<file path="config.mk">
export PLATFORM = sky130hd
export DESIGN_NAME = alu_arbiter
export DESIGN_NICKNAME = d
export VERILOG_FILES = /design/src/rtl/alu_pkg.sv /design/src/rtl/alu_arbiter_alu.sv /design/src/rtl/alu_arbiter.sv
export SDC_FILE = /design/constraint.sdc
export NUM_CORES = 2
export LEC_CHECK = 0
export CAP_MARGIN = 20
export CORE_UTILIZATION = 25
export DETAILED_ROUTE_END_ITERATION = 7
export PLACE_DENSITY = 0.39
export SYNTH_ARGS = -nofsm -noshare
export SYNTH_HDL_FRONTEND = slang
export SYNTH_SLANG_ARGS = --single-unit
</file>
<file path="constraint.sdc">
create_clock -name clk -period 14.8 [get_ports clk]
set_input_delay 2.22 -clock clk [delete_from_list [all_inputs] [get_ports clk]]
set_output_delay 2.22 -clock clk [all_outputs]
set_load 0.01 [all_outputs]
</file>
<file path="src/rtl/alu_pkg.sv">
// Shared types and constants for the two-port ALU arbiter and its ALU.
package alu_pkg;

  localparam int unsigned DATA_W = 32;
  localparam int unsigned OP_W   = 4;
  localparam int unsigned SH_W   = 5;

  localparam logic [OP_W-1:0] OP_LRS  = 4'b0000;
  localparam logic [OP_W-1:0] OP_LLS  = 4'b0001;
  localparam logic [OP_W-1:0] OP_ARS  = 4'b0010;
  localparam logic [OP_W-1:0] OP_ALS  = 4'b0011;
  localparam logic [OP_W-1:0] OP_ADD  = 4'b0100;
  localparam logic [OP_W-1:0] OP_SUB  = 4'b0101;
  localparam logic [OP_W-1:0] OP_MUL  = 4'b0110;
  localparam logic [OP_W-1:0] OP_AND  = 4'b1000;
  localparam logic [OP_W-1:0] OP_OR   = 4'b1001;
  localparam logic [OP_W-1:0] OP_NOR  = 4'b1010;
  localparam logic [OP_W-1:0] OP_NAND = 4'b1011;
  localparam logic [OP_W-1:0] OP_XOR  = 4'b1100;

  // Bit n set when opcode n belongs to the group.
  localparam logic [15:0] OVF_OP_MASK   = 16'h007F;
  localparam logic [15:0] LEGAL_OP_MASK = 16'h1F7F;

  typedef enum logic [1:0] {
    ST_IDLE = 2'd0,
    ST_EXEC = 2'd1,
    ST_RESP = 2'd2
  } state_t;

  typedef struct packed {
    logic [DATA_W-1:0] op1;
    logic [DATA_W-1:0] op2;
    logic [OP_W-1:0]   alu_op;
  } alu_req_t;

  function automatic logic is_ovf_op(input logic [OP_W-1:0] op);
    return OVF_OP_MASK[op];
  endfunction

  function automatic logic is_legal_op(input logic [OP_W-1:0] op);
    return LEGAL_OP_MASK[op];
  endfunction

endpackage

</file>
<file path="src/rtl/alu_arbiter_alu.sv">
// Combinational 32-bit ALU: logic, add/sub/mul and shifts with signed overflow flag.
module alu_arbiter_alu
  import alu_pkg::*;
(
  input  logic [DATA_W-1:0] op1,
  input  logic [DATA_W-1:0] op2,
  input  logic [OP_W-1:0]   alu_op,
  output logic [DATA_W-1:0] result_c,
  output logic              zero_c,
  output logic              ovf_c
);

  logic [SH_W-1:0]     sh;
  logic [DATA_W-1:0]   sum;
  logic [DATA_W-1:0]   diff;
  logic [2*DATA_W-1:0] prod;
  logic [2*DATA_W-1:0] wide;

  always_comb begin
    sh       = op2[SH_W-1:0];
    sum      = op1 + op2;
    diff     = op1 - op2;
    prod     = $signed({{DATA_W{op1[DATA_W-1]}}, op1}) * $signed({{DATA_W{op2[DATA_W-1]}}, op2});
    wide     = {{DATA_W{1'b0}}, op1} << sh;
    result_c = '0;
    ovf_c    = 1'b0;
    case (alu_op)
      OP_AND:  result_c = op1 & op2;
      OP_OR:   result_c = op1 | op2;
      OP_NOR:  result_c = ~(op1 | op2);
      OP_NAND: result_c = ~(op1 & op2);
      OP_XOR:  result_c = op1 ^ op2;
      OP_ADD: begin
        result_c = sum;
        ovf_c    = (op1[DATA_W-1] == op2[DATA_W-1]) && (sum[DATA_W-1] != op1[DATA_W-1]);
      end
      OP_SUB: begin
        result_c = diff;
        ovf_c    = (op1[DATA_W-1] != op2[DATA_W-1]) && (diff[DATA_W-1] != op1[DATA_W-1]);
      end
      OP_MUL: begin
        // Overflow when the 64-bit product is not a sign extension of its low word.
        result_c = prod[DATA_W-1:0];
        ovf_c    = !((&prod[2*DATA_W-1:DATA_W-1]) || !(|prod[2*DATA_W-1:DATA_W-1]));
      end
      OP_LRS:  result_c = op1 >> sh;
      OP_ARS:  result_c = DATA_W'($signed(op1) >>> sh);
      OP_LLS: begin
        result_c = wide[DATA_W-1:0];
        ovf_c    = |wide[2*DATA_W-1:DATA_W];
      end
      OP_ALS: begin
        result_c = wide[DATA_W-1:0];
        ovf_c    = (DATA_W'($signed(wide[DATA_W-1:0]) >>> sh) != op1);
      end
      default: result_c = '0;
    endcase
    zero_c = (result_c == '0);
  end

endmodule

</file>
<file path="src/rtl/alu_arbiter.sv">
// Round-robin sequencer sharing one ALU between two requesters; one operation in flight.
module alu_arbiter
  import alu_pkg::*;
#(
  parameter int unsigned RR_INIT = 0
) (
  input  logic              clk,
  input  logic              resetn,
  input  logic              req0_valid,
  output logic              req0_ready,
  input  logic [DATA_W-1:0] req0_op1,
  input  logic [DATA_W-1:0] req0_op2,
  input  logic [OP_W-1:0]   req0_alu_op,
  input  logic              req1_valid,
  output logic              req1_ready,
  input  logic [DATA_W-1:0] req1_op1,
  input  logic [DATA_W-1:0] req1_op2,
  input  logic [OP_W-1:0]   req1_alu_op,
  output logic              rsp0_valid,
  input  logic              rsp0_ready,
  output logic              rsp1_valid,
  input  logic              rsp1_ready,
  output logic [DATA_W-1:0] rsp_result,
  output logic              rsp_zero,
  output logic              rsp_ovf,
  output logic              rsp_err,
  output logic              busy
);

  state_t            state;
  alu_req_t          req_q;
  logic              gid;
  logic              last;
  logic              grant_c;
  logic              idle_c;
  logic              hs_c;
  logic              legal_c;
  alu_req_t          req_sel_c;
  logic [DATA_W-1:0] alu_result_c;
  logic              alu_zero_c;
  logic              alu_ovf_c;

  // Grant: lone valid wins, a tie goes to the requester not served last.
  always_comb begin
    grant_c    = (req0_valid && req1_valid) ? ~last : req1_valid;
    idle_c     = resetn && (state == ST_IDLE);
    req0_ready = idle_c && req0_valid && !grant_c;
    req1_ready = idle_c && req1_valid && grant_c;
    hs_c       = req0_ready || req1_ready;
    req_sel_c  = grant_c ? alu_req_t'({req1_op1, req1_op2, req1_alu_op})
                         : alu_req_t'({req0_op1, req0_op2, req0_alu_op});
    legal_c    = is_legal_op(req_q.alu_op);
  end

  alu_arbiter_alu u_alu (
    .op1      (req_q.op1),
    .op2      (req_q.op2),
    .alu_op   (req_q.alu_op),
    .result_c (alu_result_c),
    .zero_c   (alu_zero_c),
    .ovf_c    (alu_ovf_c)
  );

  always_ff @(posedge clk or negedge resetn) begin
    if (!resetn) begin
      state      <= ST_IDLE;
      req_q      <= '0;
      gid        <= 1'b0;
      last       <= ~1'(RR_INIT);
      rsp0_valid <= 1'b0;
      rsp1_valid <= 1'b0;
      rsp_result <= '0;
      rsp_zero   <= 1'b0;
      rsp_ovf    <= 1'b0;
      rsp_err    <= 1'b0;
    end else begin
      case (state)
        ST_IDLE: begin
          if (hs_c) begin
            req_q <= req_sel_c;
            gid   <= grant_c;
            state <= ST_EXEC;
          end
        end
        ST_EXEC: begin
          // Illegal opcodes report a clean zero result with error set.
          rsp_result <= legal_c ? alu_result_c : '0;
          rsp_zero   <= legal_c ? alu_zero_c : 1'b1;
          rsp_ovf    <= alu_ovf_c && is_ovf_op(req_q.alu_op);
          rsp_err    <= !legal_c;
          rsp0_valid <= !gid;
          rsp1_valid <= gid;
          state      <= ST_RESP;
        end
        ST_RESP: begin
          if ((rsp0_valid && rsp0_ready) || (rsp1_valid && rsp1_ready)) begin
            rsp0_valid <= 1'b0;
            rsp1_valid <= 1'b0;
            last       <= gid;
            state      <= ST_IDLE;
          end
        end
        default: state <= ST_IDLE;
      endcase
    end
  end

  assign busy = (state != ST_IDLE);

endmodule

</file>
==> results_dict.tcl <==
set metrics [dict create \
    synth_cell_types 99 \
    async_flop_share 1.00 \
    period_minus_slack_ns 11.53 \
    clock_sinks 109 \
    worst_pin_slew_ns 1.22 \
    worstPathRequired_ns 15.17 \
    dieArea_sq_mm 0.209 \
    dr_wl_met3_um 18000 \
    synthTopCellsByCount "1,084 x fa_1, 858 x nand2_1, 810 x inv_1, 691 x nor2_1" \
    synth_fp_nets 7493 \
    crit_type "register to register" \
    syn-instance-count 5986 \
    cts.repair.resized 0 \
    nets 7445 \
    endpoint_kind "register" \
    synth_top_area_share 0.419 \
    critPathMaxFanout 23 \
    grt-ovfl-total 0 \
    cpMostUsedCell "fa_1" \
    largestRegisters "req_q x68, rsp_result x32, state x2" \
    hold_path.class "register to register" \
    yosys.cell_count.top_type "fa_1" \
    largest_reg_flops 68 \
    numCtsBuffers 9 \
    yosys-top-cells-area "fa_1 42%, ha_1 6.8%, nand2_1 6.2%" \
    start_util 0.253 \
    post-cts-setup-buffers 0 \
    wl_um 260000 \
    max_stage_delay_ns 0.98 \
    drive_above_1_share 0.0619 \
    track_usage 0.249 \
    areaGrowthSynthToFinish_pct 9.91 \
    tritoncts "yes" \
    place.gp.congestion 0.969 \
    outcome "completed" \
    rsz0062_at_grt "no" \
    clk_path_buf_depth 2 \
    ys_ff_latch 109 \
    portBuffers 181 \
    grt_max_degree 84 \
    finalHoldViolCount 0 \
    grt_pass1_vias 48001 \
    htree_levels 3 \
    wl_met2_um 120000 \
    synth_edf_count 0 \
    seq_area_sq_mm 0.00276 \
    multiInputGateArea_sq_mm 0.0441 \
    via_per_inst 5.33 \
    finalCritPeriodShare 0.779 \
    antenna_found_initial 8 \
    cp.arrival_ns 11.91 \
    cts_root_buf "clkbuf_16" \
    firstDrtPassIters 6 \
    dpl.hpwl_um 204000 \
    start_kind "register" \
    drc 0 \
    num_rows 166 \
    ant_nets 0 \
    cp_slowest_cell "dfrtp_1" \
    synth_area_leader_cell "fa_1" \
    yosys_warnings 0 \
    slew_violations 0 \
    fp.dieH_um 457 \
    clock_latency_ns 0.50 \
    clkTransAtPathRegs_ns 0.15 \
    ys.flop_type "dfrtp_1" \
    slew_headroom 0.176 \
    largest-register "req_q" \
    finClkSkew_ns 0.0701 \
    first_iter_violations 4402 \
    wl_met1_um 109000 \
    hold_buffers 0 \
    setup_tns_ns 0 \
    syn_avg_cell_area_sq_um 8.66 \
    ioPinCount 182 \
    vias 46029 \
    top_layer "met5" \
    die_w_um 457 \
    synth_area_sq_mm 0.0518 \
    grt_pass1_wl_um 374000 \
    max_freq_mhz 86.7 \
    n_fill_cell 22130 \
    ys_seq_area_frac 0.0527 \
    wl_per_cell_um 30.1 \
    core_sq_mm 0.205 \
    max_cap_viol_count 0 \
    finalSetupViolations 0 \
]
## layout by cell type, fill, tap and decap left out, drive strengths merged, types with 27 or more instances in the layout
cell type,count
a21o,44
xnor2,66
inv,822
a211oi,37
clkdlybuf4s50,180
o31ai,35
a21oi,287
nand4,38
a31oi,38
fa,1084
a221oi,38
nand2,858
mux4,65
mux2,40
mux2i,161
nand2b,27
ha,281
nand3,46
dfrtp,108
o21ai,234
nor2,691
o211ai,61
buf,193
nor3,68
## worst max-delay path: cells and delay by family (launching register included)
family,cells,cell delay [ns]
buf+inv,5,1.40
fa+ha+maj,9,4.27
simple gates,6,1.81
flops,1,0.98
compound gates,9,2.89
## final cells by class
cell class / instances / share of cell area
inverters: 838 / 0.0552
diodes: 2 / 0.0000879
multi-input cells: 4607 / 0.774
clock buffers: 10 / 0.00420
clock inverters: 6 / 0.00112
well taps: 2688 / 0.0590
flip-flops and latches: 109 / 0.0485
repair buffers: 373 / 0.0578
## worst paths after layout
kind                           start    endpoint  slack, ns  cells past startpoint
hold / removal                   gid  rsp0_valid       0.47                      1
min in group asynchronous     resetn    req_q[4]       1.69                      1
hold reg to reg                  gid  rsp0_valid       0.47                      1
setup reg to reg           req_q[18]     rsp_ovf       3.27                     29
setup / recovery           req_q[18]     rsp_ovf       3.27                     29
max in group asynchronous     resetn   req_q[31]      12.00                      2
## stage by stage
stage | hold WS (ns) | instances | instance area [sq um] | setup slack, ns | util
6_report | 0.467 | 8633 | 57000 | 3.27 | 0.278
5_1_grt | 0.512 | 8631 | 57000 | 2.89 | 0.278
4_1_cts | 0.468 | 8628 | 56900 | 3.41 | 0.277
3_5_place_dp | 0.460 | 8612 | 56600 | 3.45 | 0.276
3_3_place_gp | 0.451 | 8609 | 56600 | 2.91 | 0.276
2_1_floorplan | 0.432 | 5986 | 51800 | 3.78 | -
## metal layers
layer | track usage | vias to the layer above
li1 | - | 19279
met1 | 0.331 | 24246
met2 | 0.399 | 2046
met3 | 0.0421 | 454
met4 | 0.102 | 4
met5 | 0 | -
## logic make-up after synthesis
family / after synthesis / share of synthesized area
adders and majority gates: 1366 / 0.487
muxes: 266 / 0.0696
DFF: 109 / 0.0527
and+or+nand+nor: 1861 / 0.149
xor gates and xnor gates: 88 / 0.0149
AOI/OAI and AO/OA: 1026 / 0.130
buffers and inverters: 1270 / 0.0975
Power is not shown: default switching activity piles up to over one toggle a cycle in this logic, so the estimate is an artifact.
